File: src/rtl/regfile_sequencer.sv
// regfile_sequencer: four-cycle IDLE/READ/EXEC/WRITE sequencer that drives a 2-read/1-write register file.
// Optional feature macro REGFILE_SEQUENCER_FLAGS_EN adds the flag_c/flag_z outputs and the ADC/SBC opcodes.
module regfile_sequencer #(
  parameter int DW  = 8,
  parameter int SW  = 4,
  parameter int OPW = 4
) (
  input  logic          clk,
  input  logic          rst,
  input  logic          instr_valid,
  output logic          instr_ready,
  input  logic [15:0]   instr,
  output logic [SW-1:0] asel,
  output logic [SW-1:0] bsel,
  input  logic [DW-1:0] aout,
  input  logic [DW-1:0] bout,
  output logic          cload,
  output logic [SW-1:0] csel,
  output logic [DW-1:0] cin,
  output logic          busy,
  output logic          done,
  output logic          err,
`ifdef REGFILE_SEQUENCER_FLAGS_EN
  output logic [DW-1:0] result,
  output logic          flag_c,
  output logic          flag_z
`else
  output logic [DW-1:0] result
`endif
);

  typedef enum logic [1:0] {IDLE, READ, EXEC, WRITE} state_t;

  localparam logic [OPW-1:0] OP_NOP = OPW'(0);
  localparam logic [OPW-1:0] OP_MOV = OPW'(1);
  localparam logic [OPW-1:0] OP_ADD = OPW'(2);
  localparam logic [OPW-1:0] OP_SUB = OPW'(3);
  localparam logic [OPW-1:0] OP_AND = OPW'(4);
  localparam logic [OPW-1:0] OP_OR  = OPW'(5);
  localparam logic [OPW-1:0] OP_XOR = OPW'(6);
  localparam logic [OPW-1:0] OP_LDI = OPW'(7);
`ifdef REGFILE_SEQUENCER_FLAGS_EN
  localparam logic [OPW-1:0] OP_ADC = OPW'(8);
  localparam logic [OPW-1:0] OP_SBC = OPW'(9);
`endif

  state_t        state_q, state_d;
  logic [15:0]   instr_q, instr_d;
  logic [DW-1:0] opa_q, opa_d, opb_q, opb_d;
  logic [DW-1:0] result_q, result_d;
  logic          err_q, err_d, wr_q, wr_d;

  logic [OPW-1:0] op_w;
  logic [SW-1:0]  c_w, a_w, b_w;
  logic           legal, writes, rd_a, rd_b;
  logic [DW-1:0]  res;
`ifdef REGFILE_SEQUENCER_FLAGS_EN
  logic [DW:0]    sum_w;
  logic           upd;
  logic           flag_c_q, flag_c_d, flag_z_q, flag_z_d;
`endif

  assign op_w = instr_q[15:12];
  assign c_w  = instr_q[11:8];
  assign a_w  = instr_q[7:4];
  assign b_w  = instr_q[3:0];

  // Decode and ALU act on the latched instruction; the result is only captured in EXEC.
  always_comb begin
    // NOTE: every always_comb output gets a default first so no path can infer a latch.
    legal  = 1'b1;
    writes = 1'b1;
    rd_a   = 1'b0;
    rd_b   = 1'b0;
    res    = '0;
`ifdef REGFILE_SEQUENCER_FLAGS_EN
    sum_w  = '0;
    upd    = 1'b0;
`endif
    case (op_w)
      OP_NOP: writes = 1'b0;
      OP_MOV: begin rd_a = 1'b1; res = opa_q; end
`ifdef REGFILE_SEQUENCER_FLAGS_EN
      OP_ADD: begin rd_a = 1'b1; rd_b = 1'b1; upd = 1'b1; sum_w = {1'b0, opa_q} + {1'b0, opb_q}; end
      OP_SUB: begin rd_a = 1'b1; rd_b = 1'b1; upd = 1'b1; sum_w = {1'b0, opa_q} - {1'b0, opb_q}; end
      OP_ADC: begin
        rd_a = 1'b1; rd_b = 1'b1; upd = 1'b1;
        sum_w = {1'b0, opa_q} + {1'b0, opb_q} + {{DW{1'b0}}, flag_c_q};
      end
      OP_SBC: begin
        rd_a = 1'b1; rd_b = 1'b1; upd = 1'b1;
        sum_w = {1'b0, opa_q} - {1'b0, opb_q} - {{DW{1'b0}}, flag_c_q};
      end
`else
      OP_ADD: begin rd_a = 1'b1; rd_b = 1'b1; res = opa_q + opb_q; end
      OP_SUB: begin rd_a = 1'b1; rd_b = 1'b1; res = opa_q - opb_q; end
`endif
      OP_AND: begin rd_a = 1'b1; rd_b = 1'b1; res = opa_q & opb_q; end
      OP_OR:  begin rd_a = 1'b1; rd_b = 1'b1; res = opa_q | opb_q; end
      OP_XOR: begin rd_a = 1'b1; rd_b = 1'b1; res = opa_q ^ opb_q; end
      OP_LDI: res = instr_q[7:0];
      default: begin legal = 1'b0; writes = 1'b0; end
    endcase
`ifdef REGFILE_SEQUENCER_FLAGS_EN
    if (upd) res = sum_w[DW-1:0];
`endif
    // Selects 8..15 do not exist; only fields the opcode actually uses are policed.
    if ((writes && c_w[SW-1]) || (rd_a && a_w[SW-1]) || (rd_b && b_w[SW-1])) legal = 1'b0;
    if (!legal) begin
      res    = '0;
      writes = 1'b0;
    end
  end

  always_comb begin
    state_d  = state_q;
    instr_d  = instr_q;
    opa_d    = opa_q;
    opb_d    = opb_q;
    result_d = result_q;
    err_d    = err_q;
    wr_d     = wr_q;
`ifdef REGFILE_SEQUENCER_FLAGS_EN
    flag_c_d = flag_c_q;
    flag_z_d = flag_z_q;
`endif
    case (state_q)
      IDLE: if (instr_valid) begin
        instr_d = instr;
        state_d = READ;
      end
      READ: begin
        opa_d   = aout;
        opb_d   = bout;
        state_d = EXEC;
      end
      EXEC: begin
        result_d = res;
        err_d    = !legal;
        wr_d     = writes;
`ifdef REGFILE_SEQUENCER_FLAGS_EN
        if (upd && legal) begin
          flag_c_d = sum_w[DW];
          flag_z_d = (res == '0);
        end
`endif
        state_d  = WRITE;
      end
      WRITE:   state_d = IDLE;
      default: state_d = IDLE;
    endcase
  end

  always_ff @(posedge clk or posedge rst) begin
    if (rst) begin
      state_q  <= IDLE;
      instr_q  <= '0;
      opa_q    <= '0;
      opb_q    <= '0;
      result_q <= '0;
      err_q    <= 1'b0;
      wr_q     <= 1'b0;
`ifdef REGFILE_SEQUENCER_FLAGS_EN
      flag_c_q <= 1'b0;
      flag_z_q <= 1'b0;
`endif
    end else begin
      // NOTE: state registers use non-blocking assignment so every flop samples pre-edge values.
      state_q  <= state_d;
      instr_q  <= instr_d;
      opa_q    <= opa_d;
      opb_q    <= opb_d;
      result_q <= result_d;
      err_q    <= err_d;
      wr_q     <= wr_d;
`ifdef REGFILE_SEQUENCER_FLAGS_EN
      flag_c_q <= flag_c_d;
      flag_z_q <= flag_z_d;
`endif
    end
  end

  // Outputs decode from state only, so an asynchronous reset clears them at once.
  assign busy        = (state_q != IDLE);
  assign instr_ready = !busy;
  assign asel        = (state_q == READ) ? a_w : '0;
  assign bsel        = (state_q == READ) ? b_w : '0;
  assign done        = (state_q == WRITE);
  assign err         = done && err_q;
  assign cload       = done && wr_q;
  assign csel        = cload ? c_w : '0;
  assign cin         = cload ? result_q : '0;
  assign result      = result_q;
`ifdef REGFILE_SEQUENCER_FLAGS_EN
  assign flag_c      = flag_c_q;
  assign flag_z      = flag_z_q;
`endif

endmodule

File: config.mk
export PLATFORM = sky130hd
export DESIGN_NAME = regfile_sequencer
export DESIGN_NICKNAME = d
export VERILOG_FILES = /design/src/rtl/regfile_sequencer.sv
export SDC_FILE = /design/constraint.sdc
export NUM_CORES = 1
export LEC_CHECK = 0
export CAP_MARGIN = 30
export CORE_MARGIN = 2
export CORE_UTILIZATION = 51
export DETAILED_ROUTE_END_ITERATION = 10
export GPL_ROUTABILITY_DRIVEN = 0
export PLACE_DENSITY = 0.86
export SLEW_MARGIN = 20
export SYNTH_ARGS = -nofsm -noshare
export SYNTH_HDL_FRONTEND = slang
export SYNTH_SLANG_ARGS = --single-unit
File: constraint.sdc
create_clock -name clk -period 2.95 [get_ports clk]
set_input_delay 0.295 -clock clk [delete_from_list [all_inputs] [get_ports clk]]
set_output_delay 0.295 -clock clk [all_outputs]
set_load 0.005 [all_outputs]
==> metrics.md <==
| Metric | Value |
|---|---|
| CTS tree | yes |
| Final HPWL DP | 5.33 mm |
| Largest net degree at the start of global routing | 45 |
| # clock sinks | 44 |
| Die H | 81.5 um |
| H-tree Lvls | 2 |
| Post-Synthesis Cell Area | 0.00306 mm2 |
| Max Cap Violations | 0 |
| Ys Warns | 0 |
| Metal3 WL | 240 um |
| Fin. max-slew vios | 0 |
| Port bufs | 67 |
| CTS max path bufs | 2 |
| M1 WL | 3.22 mm |
| Setup TNS | 0 ps |
| Routed wire length | 7.14 mm |
| Post-CTS Setup Bufs | 0 |
| Root buffer cell | clkbuf_8 |
| Seq cells post-synth | 44 |
| Synth unique cells | 62 |
| Status | complete, no violations |
| Share of cells above drive strength 1 | 11.1% |
| Skew final | 6.48 ps |
| Post-DR vias/cell | 5.64 |
| CP max stage delay | 440 ps |
| Final worst path period share | 88.2% |
| I/O Pins | 68 |
| Post_cts resized | 0 |
| Die Width | 81.5 um |
| Reg2reg start | instr_q[15]$_DFFE_PP0P_ |
| F_max | 384 MHz |
| Hold Vio Cnt, Final | 0 |
| Worst Path Arrival | 2780 ps |
| Initial Util | 52.3% |
| DR WL/cell | 15.7 um |
| Launch point of the worst path | instr_q[15]$_DFFE_PP0P_ |
| EDFF count, synth | 0 |
| Dpl cell area | 0.00378 mm2 |
| Area occupied by multi-input gates | 0.00175 mm2 |
| Row count | 28 |
| Final instance area | 0.00387 mm2 |
| Hold Buf Count CTS | 0 |
| Top layer in use | met4 |
| Yosys top cell area share | 36.0% |
| Initial antenna violation count | 0 |
| Grt ovf | 0 |
| Met2 WL | 3.48 mm |
| WP data required | 3130 ps |
| RSZ-0062 raised after global routing | no |
| Asr flop ratio synth | 100% |
| Post-Syn Nets | 379 |
| Pwr Density | 1130 mW/mm2 |
| Worst vdd ir | 0.000577 V |
| DRT iter0 DRCs | 177 |
| # nets final | 443 |
| Synth cell count leaders | 44 x dfrtp_1, 30 x nand2_1, 28 x ha_1, 28 x inv_1, 21 x o21ai_0 |
| Startpoint types | flip-flop |
| CTS Buf Count | 5 |
| DRC viols | 0 |
| Dpl cells | 447 |
| CP max stage cell | nor4bb_1 |
| Synth area leader | dfrtp_1 |
| First-pass GRT wire length | 11.6 mm |
| Register area share after synthesis | 36.0% |
| Clk slew on worst S/H paths | 80 ps |
| Worst hold path type | input port to asynchronous set/reset pin |
| Antenna-violating nets left | 0 |
| Cell count after synthesis | 315 |
| CP Capture Type | flip-flop |
| Minimum clock period | 2600 ps |
| Worst Path Max Fanout | 7 |
| WHS | 451 ps |
| Setup CP Type | flip-flop to flip-flop |
| Reg area | 0.00110 mm2 |
| P&R area growth vs syn | 26.6% |
| Die ar. | 0.00664 mm2 |
| Final core utilization | 66.2% |
| Cell Chain, Critical Path | nor4bb_1 > buf_4 > a31oi_1 > xnor2_1 > ha_1 > a21oi_1 > inv_1 > a31o_2 > a221oi_1 > o2bb2ai_1 |
| Slew of the pin with the lowest slew margin | 691 ps |
| Post-Syn Area per Cell | 9.72 um2 |
| Prevailing post-synth register cell | dfrtp_1 |
| LEAKAGE | 1.71 nW |
| All-Layer GR Usage | 23.0% |
| Slew headroom | 53.8% |
| Final-layout fill cell count | 456 |
| # diodes | 0 |
| Clock latency on the worst-skew pair | 300 ps |
| Top-count cell post-synth | dfrtp_1 |
| Final Setup Violations | 0 |
| Number of global-route vias before repair | 2414 |
| Area of the core | 0.00585 mm2 |
| Vias post-DR | 2565 |
| Total iterations of the first detailed-routing run | 4 |
| Fin cells | 455 |
| Area contributors post-synth | dfrtp_1 36%, ha_1 11%, mux2_2 5.9%, nand2_1 3.7%, inv_1 3.4% |
-- critical path: cells and delay by family (launching register included) --
| kind | cells | cell delay [ps] |
|---|---|---|
| AOI/OAI and AO/OA | 5 | 850 |
| and+or+nand+nor | 1 | 440 |
| DFF | 1 | 390 |
| adders and majority gates | 1 | 360 |
| buffers and inverters | 2 | 320 |
| xor gates and xnor gates | 1 | 140 |
-- kinds of logic (layout without fill, tap and decap cells) --
group / after synthesis / after routing / share of synthesized area, %
simple gates: 86 / 86 / 15.2
compound gates: 74 / 74 / 16.8
buf+inv: 48 / 113 / 6.99
flops: 44 / 44 / 36.0
fa+ha+maj: 29 / 29 / 12.1
mux: 24 / 24 / 9.77
xor+xnor: 10 / 10 / 3.11
-- final timing paths --
check                                               to  slack (ps)  depth (start not counted)
worst max register to register   result[5]$_DFFE_PP0P_         350                         10
worst max-delay path             result[5]$_DFFE_PP0P_         350                         10
worst min register to register   result[2]$_DFFE_PP0P_         510                          1
worst min-delay path            state_q[1]$_DFFE_PP0P_         450                          3
min in group clk                 result[2]$_DFFE_PP0P_         510                          1
max in group asynchronous         opb_q[2]$_DFFE_PP0N_        2120                          3
-- registers in the layout (all words and copies together), names as in the netlist --
signal	count
wr_q	1
instr_q	16
err_q	1
result	8
state_q	2
opb_q	8
opa_q	8
-- power by group --
group | leakage (nW) | switching (W) | internal, W
combinational | 1.12 | 0.00148 | 0.00135
clock | 0.0455 | 0.000204 | 0.000191
sequential | 0.544 | 0.000285 | 0.000884
total | 1.71 | 0.00197 | 0.00243
-- cells in the final DEF (no fill, tap or decap), drive strengths merged, types with 2 or more instances in the layout --
cell type | netlist | layout
a21oi | 13 | 13
a221oi | 2 | 2
a2bb2oi | 2 | 2
a311oi | 2 | 2
a31oi | 4 | 4
and2 | 10 | 10
and3 | 12 | 12
buf | 11 | 8
clkbuf | 7 | 8
clkdlybuf4s50 | 0 | 67
dfrtp | 44 | 44
ha | 28 | 28
inv | 29 | 29
mux2 | 17 | 17
mux2i | 4 | 4
mux4 | 3 | 3
nand2 | 30 | 30
nand2b | 2 | 2
nand3 | 3 | 3
nor2 | 10 | 10
nor2b | 5 | 5
nor3 | 2 | 2
nor3b | 4 | 4
nor4b | 2 | 2
o21a | 2 | 2
o21ai | 23 | 23
o2bb2ai | 7 | 7
o31ai | 3 | 3
o32a | 2 | 2
xnor2 | 8 | 8
xor2 | 2 | 2
-- layout make-up --
type	instances	area share, %
Timing Repair Buffer	75	18.9
Inverter	30	2.91
Multi-Input combinational cell	223	45.1
Clock buffer	8	2.32
Sequential cell	44	28.4
Tap cell	75	2.42
-- metal layers --
| layer | vias to the layer above | GRT usage (%) |
|---|---|---|
| li1 | 1241 | - |
| met4 | 0 | 9.32 |
| met2 | 58 | 37.8 |
| met3 | 18 | 3.63 |
| met1 | 1248 | 30.4 |
| met5 | - | 0 |
-- metrics by stage --
step / power, W / worst slack (ps)
finish: 0.00440 / 348
floorplan: 0.00321 / 459
global placement: 0.00389 / 404
detailed placement: 0.00399 / 361
CTS: 0.00440 / 349
global route: 0.00479 / 251
No activity file was read; power rests on OpenSTA's default activity.
